`src/rtl/bp_pkg.sv`:
```
// Shared branch predictor types: 2-bit confidence counter encoding and default BTB depth.
package bp_pkg;

   typedef enum logic [1:0] {
      STRONG_NT = 2'b00,
      WEAK_NT   = 2'b01,
      WEAK_T    = 2'b10,
      STRONG_T  = 2'b11
   } bp_ctr_t;

   localparam int BP_ENTRIES = 16;

endpackage

```
`src/rtl/bp_sat_ctr.sv`:
```
// Two-bit saturating confidence counter: step toward taken or not-taken, never wrapping.
module bp_sat_ctr
   import bp_pkg::*;
(
   input  bp_ctr_t cur,
   input  logic    taken,
   output bp_ctr_t next
);

   always_comb begin
      next = cur;
      case (cur)
         STRONG_NT: next = taken ? WEAK_NT  : STRONG_NT;
         WEAK_NT:   next = taken ? WEAK_T   : STRONG_NT;
         WEAK_T:    next = taken ? STRONG_T : WEAK_NT;
         STRONG_T:  next = taken ? STRONG_T : WEAK_T;
      endcase
   end

endmodule

```
`src/rtl/branch_predictor.sv`:
```
// Direct-mapped BTB with 2-bit counters: zero-latency fetch lookup plus execute-stage
// resolution that flags mispredicts and trains the table one entry per cycle.
module branch_predictor
   import bp_pkg::*;
#(
   parameter int ENTRIES = BP_ENTRIES,
   parameter int XLEN    = 32
) (
   input  logic            clk,
   input  logic            rst_n,
   input  logic [XLEN-1:0] PCF,
   output logic            PredTakenF,
   output logic [XLEN-1:0] PredTargetF,
   input  logic [XLEN-1:0] PCE,
   input  logic [XLEN-1:0] PCPlus4E,
   input  logic [XLEN-1:0] PCTargetE,
   input  logic            BranchE,
   input  logic            JumpE,
   input  logic            PCSrcE,
   input  logic            PredTakenE,
   input  logic [XLEN-1:0] PredTargetE,
   output logic            MispredictE,
   output logic [XLEN-1:0] RedirectPCE
);

   localparam int IDXW = $clog2(ENTRIES);
   localparam int TAGW = XLEN - IDXW - 2;

   logic            valid_q  [ENTRIES];
   logic [TAGW-1:0] tag_q    [ENTRIES];
   logic [XLEN-1:0] target_q [ENTRIES];
   bp_ctr_t         ctr_q    [ENTRIES];

   logic [IDXW-1:0] idx_f;
   logic [TAGW-1:0] tag_f;
   logic            hit_f;
   bp_ctr_t         ctr_f;

   assign idx_f       = PCF[IDXW+1:2];
   assign tag_f       = PCF[XLEN-1:IDXW+2];
   assign hit_f       = valid_q[idx_f] && (tag_q[idx_f] == tag_f);
   assign ctr_f       = ctr_q[idx_f];
   assign PredTakenF  = hit_f & ctr_f[1];
   assign PredTargetF = hit_f ? target_q[idx_f] : PCF + XLEN'(4);

   // Resolution is purely combinational and independent of reset.
   logic ctrl_e;
   assign ctrl_e      = BranchE | JumpE;
   assign MispredictE = (ctrl_e & ((PCSrcE != PredTakenE) |
                                   (PCSrcE & PredTakenE & (PredTargetE != PCTargetE))))
                      | (~BranchE & ~JumpE & PredTakenE);
   assign RedirectPCE = (ctrl_e & PCSrcE) ? PCTargetE : PCPlus4E;

   logic [IDXW-1:0] idx_e;
   logic [TAGW-1:0] tag_e;
   logic            hit_e;
   bp_ctr_t         ctr_next;

   assign idx_e = PCE[IDXW+1:2];
   assign tag_e = PCE[XLEN-1:IDXW+2];
   assign hit_e = valid_q[idx_e] && (tag_q[idx_e] == tag_e);

   bp_sat_ctr u_sat_ctr (
      .cur   (ctr_q[idx_e]),
      .taken (PCSrcE),
      .next  (ctr_next)
   );

   logic            wr_en_d;
   logic            valid_d;
   logic [TAGW-1:0] tag_d;
   logic [XLEN-1:0] target_d;
   bp_ctr_t         ctr_d;

   // Jump wins over branch when both are set; a stale hit on a non-control op drops the entry.
   always_comb begin
      wr_en_d  = 1'b0;
      valid_d  = valid_q[idx_e];
      tag_d    = tag_e;
      target_d = target_q[idx_e];
      ctr_d    = ctr_q[idx_e];
      if (JumpE) begin
         wr_en_d  = 1'b1;
         valid_d  = 1'b1;
         target_d = PCTargetE;
         ctr_d    = STRONG_T;
      end else if (BranchE) begin
         if (hit_e) begin
            wr_en_d = 1'b1;
            ctr_d   = ctr_next;
            if (PCSrcE) target_d = PCTargetE;
         end else if (PCSrcE) begin
            wr_en_d  = 1'b1;
            valid_d  = 1'b1;
            target_d = PCTargetE;
            ctr_d    = WEAK_T;
         end
      end else if (PredTakenE) begin
         wr_en_d = 1'b1;
         valid_d = 1'b0;
      end
   end

   always_ff @(posedge clk) begin
      if (!rst_n) begin
         for (int i = 0; i < ENTRIES; i++) begin
            valid_q[i] <= 1'b0;
            ctr_q[i]   <= WEAK_NT;
         end
      end else if (wr_en_d) begin
         valid_q[idx_e]  <= valid_d;
         tag_q[idx_e]    <= tag_d;
         target_q[idx_e] <= target_d;
         ctr_q[idx_e]    <= ctr_d;
      end
   end

   logic unused_pc_bits;
   assign unused_pc_bits = ^{PCF[1:0], PCE[1:0]};

endmodule

```
`config.mk`:
```
export PLATFORM = sky130hd
export DESIGN_NAME = branch_predictor
export DESIGN_NICKNAME = d
export VERILOG_FILES = /design/src/rtl/bp_pkg.sv /design/src/rtl/bp_sat_ctr.sv /design/src/rtl/branch_predictor.sv
export SDC_FILE = /design/constraint.sdc
export NUM_CORES = 1
export LEC_CHECK = 0
export CAP_MARGIN = 20
export CORE_MARGIN = 2
export CORE_UTILIZATION = 65
export CTS_CLUSTER_SIZE = 8
export DETAILED_ROUTE_END_ITERATION = 6
export GPL_ROUTABILITY_DRIVEN = 0
export PLACE_DENSITY = 0.86
export SLEW_MARGIN = 40
export SYNTH_ARGS = -nofsm -noshare
export SYNTH_HDL_FRONTEND = slang
export SYNTH_HIERARCHICAL = 1
export SYNTH_SLANG_ARGS = --single-unit
```
`constraint.sdc`:
```
create_clock -name clk -period 14.2 [get_ports clk]
set_input_delay 2.84 -clock clk [delete_from_list [all_inputs] [get_ports clk]]
set_output_delay 2.84 -clock clk [all_outputs]
set_load 0.005 [all_outputs]
```
======== Yosys cells after proc, flatten, opt, wreduce, memory -nomap -nowiden ========
Memories as Yosys holds them, arrays and structs flattened.
Cells that the tools add are included.
operators by class
  multiply operators ...................... 0
  multiplexer cells ....................... 34
  shift-type cells ........................ 0
  order comparisons ....................... 0
  divide/modulo/power cells ............... 0
  reductions and logical operators ........ 6
  add/subtract/negate cells ............... 1
  eq/ne operators ......................... 9
  bitwise gates (word level) .............. 12
operators with widths
  cell                                                              number
  32-bit 2-to-1 mux                                                 5
  26-bit == test                                                    2
  32-bit by 3-bit adder with 32-bit output (second input constant)  1
  32-bit != test                                                    1
  1-bit 2-to-1 mux                                                  19
  2-bit 2-to-1 mux                                                  7
  4-bit 2-to-1 mux                                                  2
  2-bit one-hot mux with 4 select lines                             1
  1-bit bitwise AND                                                 7
  2-bit == test (second input constant)                             2
  3-bit != test (second input constant)                             1
  1-bit bitwise OR                                                  3
  3-bit AND reduction                                               1
  2-bit by 1-bit == test with 1-bit output (second input constant)  1
  1-bit logical AND                                                 2
  2-bit logical NOT                                                 1
  2-bit != test (second input constant)                             1
  1-bit NOT                                                         2
  2-bit OR reduction                                                1
  1-bit != test                                                     1
  1-bit OR reduction                                                1
storage, ports and cells
  memory bits (writable) .................. 976
  bits in read-only memories .............. 0
  output and inout port bits .............. 66
  memories kept ........................... 4
  bits in latches ......................... 0
  register bits ........................... 0
  word-level logic and storage cells ...... 66
memory list
  memory    depth  bits a word  rd ports  clocked after Yosys merged registers in  wr ports  line                    source
  target_q  16     32           1         0                                        1         branch_predictor.sv:31  logic [XLEN-1:0] target_q [ENTRIES];
  tag_q     16     26           2         0                                        1         branch_predictor.sv:30  logic [TAGW-1:0] tag_q [ENTRIES];
  ctr_q     16     2            2         0                                        16        branch_predictor.sv:32  bp_ctr_t ctr_q [ENTRIES];
  valid_q   16     1            2         0                                        16        branch_predictor.sv:29  logic valid_q [ENTRIES];

======== Longest topological paths before layout ========
An unclocked memory read counts as a cell.
  word-level depth ........................ 11
  gate-level depth with buffers ........... 15

======== Modules after synthesis ========
The synthesis kept the hierarchy.
by module, submodules not included
  module            times used  area an instance (um2)  cells an instance  seq. area each (um2)
  branch_predictor  1           43365.3                 2175               29148.0
  bp_sat_ctr        1           26.3                    3                  0.0

======== Worst setup path before layout ========
Ideal clock, no wire load.
  path type ............................... in2out
  start ................................... in PCF[2]
  end ..................................... out PredTargetF[11]
  setup slack ............................. 5.251 ns
  arrival time ............................ 6.109 ns
  stages on the path ...................... 12
  path buffers ............................ 5
  cells stage by stage .................... clkbuf_1 > buf_2 > buf_1 > mux4_2 > mux4_2 > xnor2_1 > nand4_1 > nor2_1 > nand4_1 > clkbuf_1 > buf_1 > a21oi_1
between the ends
  longest elaborated chain between the ends .. 4
  elaborated cells on any way between the ends .. 7
  classes of those cells .................. add/sub: 1; eq/ne: 1; mux: 1; reduce/logical: 1; memory: 3
RTL lines
  element                line                    source
  start: declaration     branch_predictor.sv:11  input logic [XLEN-1:0] PCF,
  memory 16 x 26 bit     n/a
  26-bit == test         branch_predictor.sv:41  assign hit_f = valid_q[idx_f] && (tag_q[idx_f] == tag_f);
  1-bit logical AND      branch_predictor.sv:41
  32-bit 2-to-1 mux (*)  branch_predictor.sv:44  assign PredTargetF = hit_f ? target_q[idx_f] : PCF + XLEN'(4);
  end: declaration       branch_predictor.sv:13  output logic [XLEN-1:0] PredTargetF,
Every way passes the cells marked *; elsewhere a longest branch is shown, timed or not.

======== Worst setup path in the final report ========
  start ................................... in PCF[2]
  end ..................................... out PredTargetF[4]
The elaborated chain is that of the path after synthesis.

==> run metrics <==
ys flop type=edfxtp_1; Synth cell types=65; Fin Setup TNS=0 ns; slew margin rel.=39.0%; area growth from synthesis to layout=17.4%; Clock Latency Late Sink=0.75 ns; initial antenna violation count=13; post-synth top area cell=edfxtp_1; Final Hold Fails=0; # nets final=2641; synthesized net count=2346; Post-synth EDFFs=960; maximum VDD drop=0.000127 V; critical path data arrival time=7.58 ns; vias in the first global route=27835; Crit path required time=11.36 ns; Hold WC Path Type=register to register; Seq/Total Area, Yosys=67.2%; Vert. Die Dim=262 µm; CP startpoint kind=primary input; max_cap viols=0; grt ovf=0; final worst-path cycle share=73.3%; Post-CTS Hold Buffers=0; Synth Area per Inst=19.9 µm²; final setup violation count=0; Yosys Warn Count=6; run status=completed; Least-Margin Pin Slew=0.908 ns; Clock Sink Count=976; Initial Utilization=65.8%; fin. max-slew vios=0; Post-CTS Setup Repair Bufs=0; fin crit period=10.42 ns; Antenna Nets Post-Route=0; delay-heaviest family, CP=buffers and inverters; P_leak=0.0162 µW; Worst Path Class, Setup=primary input to output port; Worst path slowest cell=mux4_2; Pre-Repair DR Iteration Count=6; clock skew=0.0515 ns; most frequent cells in the layout=960 x edfxtp_1, 375 x mux4_2, 222 x clkdlybuf4s50_1, 139 x clkbuf_16, 98 x mux2i_1; IO buf count=229; Longest Clk Path Bufs=3; fraction of registers with async set/reset=0%; htree depth=4; Die Area=68800 µm²; Final Core Density=77.2%; DR iter-0 viols=5154; WP buf/inv=5; first-pass GRT wire length=196 mm; CP Max Fanout=59; Critical Path End Type=output port; #FFs+latches synth=976; DP HPWL=72.0 mm; # fillers=3019; RSZ-0062 raised after global routing=false; TritonCTS clock tree=yes; Clock Tree Root=clkbuf_16; Residual DRC=0; Critical Path, Cell by Cell=buf_8 > buf_16 > buf_6 > mux4_2 > mux4_2 > xnor2_1 > nand4_1 > nor4_1 > nand4_1 > buf_4 > a21oi_1 > clkdlybuf4s50_1; Mapped Area=43400 µm²; Routed WL=138 mm; io pins=232; commonest non-fill, non-tap cell in the layout=edfxtp_1; vias per inst=8.08; Cells after Synth=2178; top cell type's share of synthesized area=66.4%; CORE AREA=66000 µm²; total CTS buffers=139; share of cells above drive strength 1=27.6%; max incr delay on CP=0.62 ns; num rows=94; width of the die=262 µm; post-CTS resize count=0; fmax=96.0 MHz; DR vias=27268; GRT Util Overall=40.5%; largest cells by area after synthesis=edfxtp_1 66%, mux4_2 19%, mux2i_1 2.3%; wire length per cell=40.9 µm; Clock transition at path regs=0.05 ns; Power Density=136 nW/µm²; largest net degree at the start of global routing=87
## where the power goes
group,leakage [µW],internal (µW),switching [µW]
registers,0.00877,3220,24.7
clock network,0.00189,1780,1280
logic,0.00557,258,348
total,0.0162,5260,1650
## logic make-up after synthesis
group,after synthesis,share of synthesized area (%)
mux,519,23.2
fa+ha+maj,4,0.110
compound gates,169,2.75
flops,976,67.2
xor+xnor,112,2.26
buf+inv,151,1.72
simple gates,247,2.79
## registers in the layout, indices dropped and copies added, names as in the netlist
name / cells
ctr_q: 32
tag_q: 416
target_q: 512
valid_q: 16
## area by class of cell
class	count	area [µm²]	area share (%)
Clock buffer	160	3560	6.98
Clock inverter	15	359	0.705
Inverter	7	26.3	0.0516
Multi-Input combinational cell	1051	13800	27.2
Tap cell	864	1080	2.12
Sequential cell	976	29100	57.2
Antenna cell	5	12.5	0.0246
Timing Repair Buffer	298	2910	5.71
## worst min-delay path, delay by kind of cell (launching register included)
kind | cells | cell delay [ns]
and+or+nand+nor | 1 | 0.06
DFF | 1 | 0.32
AOI/OAI and AO/OA | 1 | 0.06
## per-stage QoR
step	std cells	total power [µW]	area [µm²]	hold WS [ns]	worst slack [ns]
6_report	3376	6910	50900	0.491	3.78
5_1_grt	3376	7030	50900	0.511	3.54
4_1_cts	3368	6880	50900	0.480	3.68
3_5_place_dp	3193	3860	46900	0.474	3.70
3_3_place_gp	3191	3830	46900	0.464	3.75
2_1_floorplan	2178	3600	43400	0.453	5.25
## final timing paths
path,slack [ns],start,cells after the start,end
worst max-delay path,3.78,PCF[2],12,PredTargetF[4]
worst max register to register,9.23,tag_q[8][23],9,tag_q[14][19]
worst min-delay path,0.49,valid_q[6],2,valid_q[6]
worst min register to register,0.49,valid_q[6],2,valid_q[6]
## routing by layer
metal	vias to the layer above	part of all wire, %	track usage [%]
li1	9802	-	-
met1	13491	30	49.9
met2	3186	47	62.5
met3	775	16	15.0
met4	14	7.1	23.7
met5	-	0.057	0
## Yosys cell counts (all sizes together) (24+ instances only)
cell      n
mux2     38
buf      75
nand4    39
nand2    62
nor3     26
xor2     66
a21oi    38
nor2     59
mux4    383
o21ai    24
clkbuf   69
xnor2    46
edfxtp  960
mux2i    98
No activity file was read; power rests on OpenSTA's default activity.
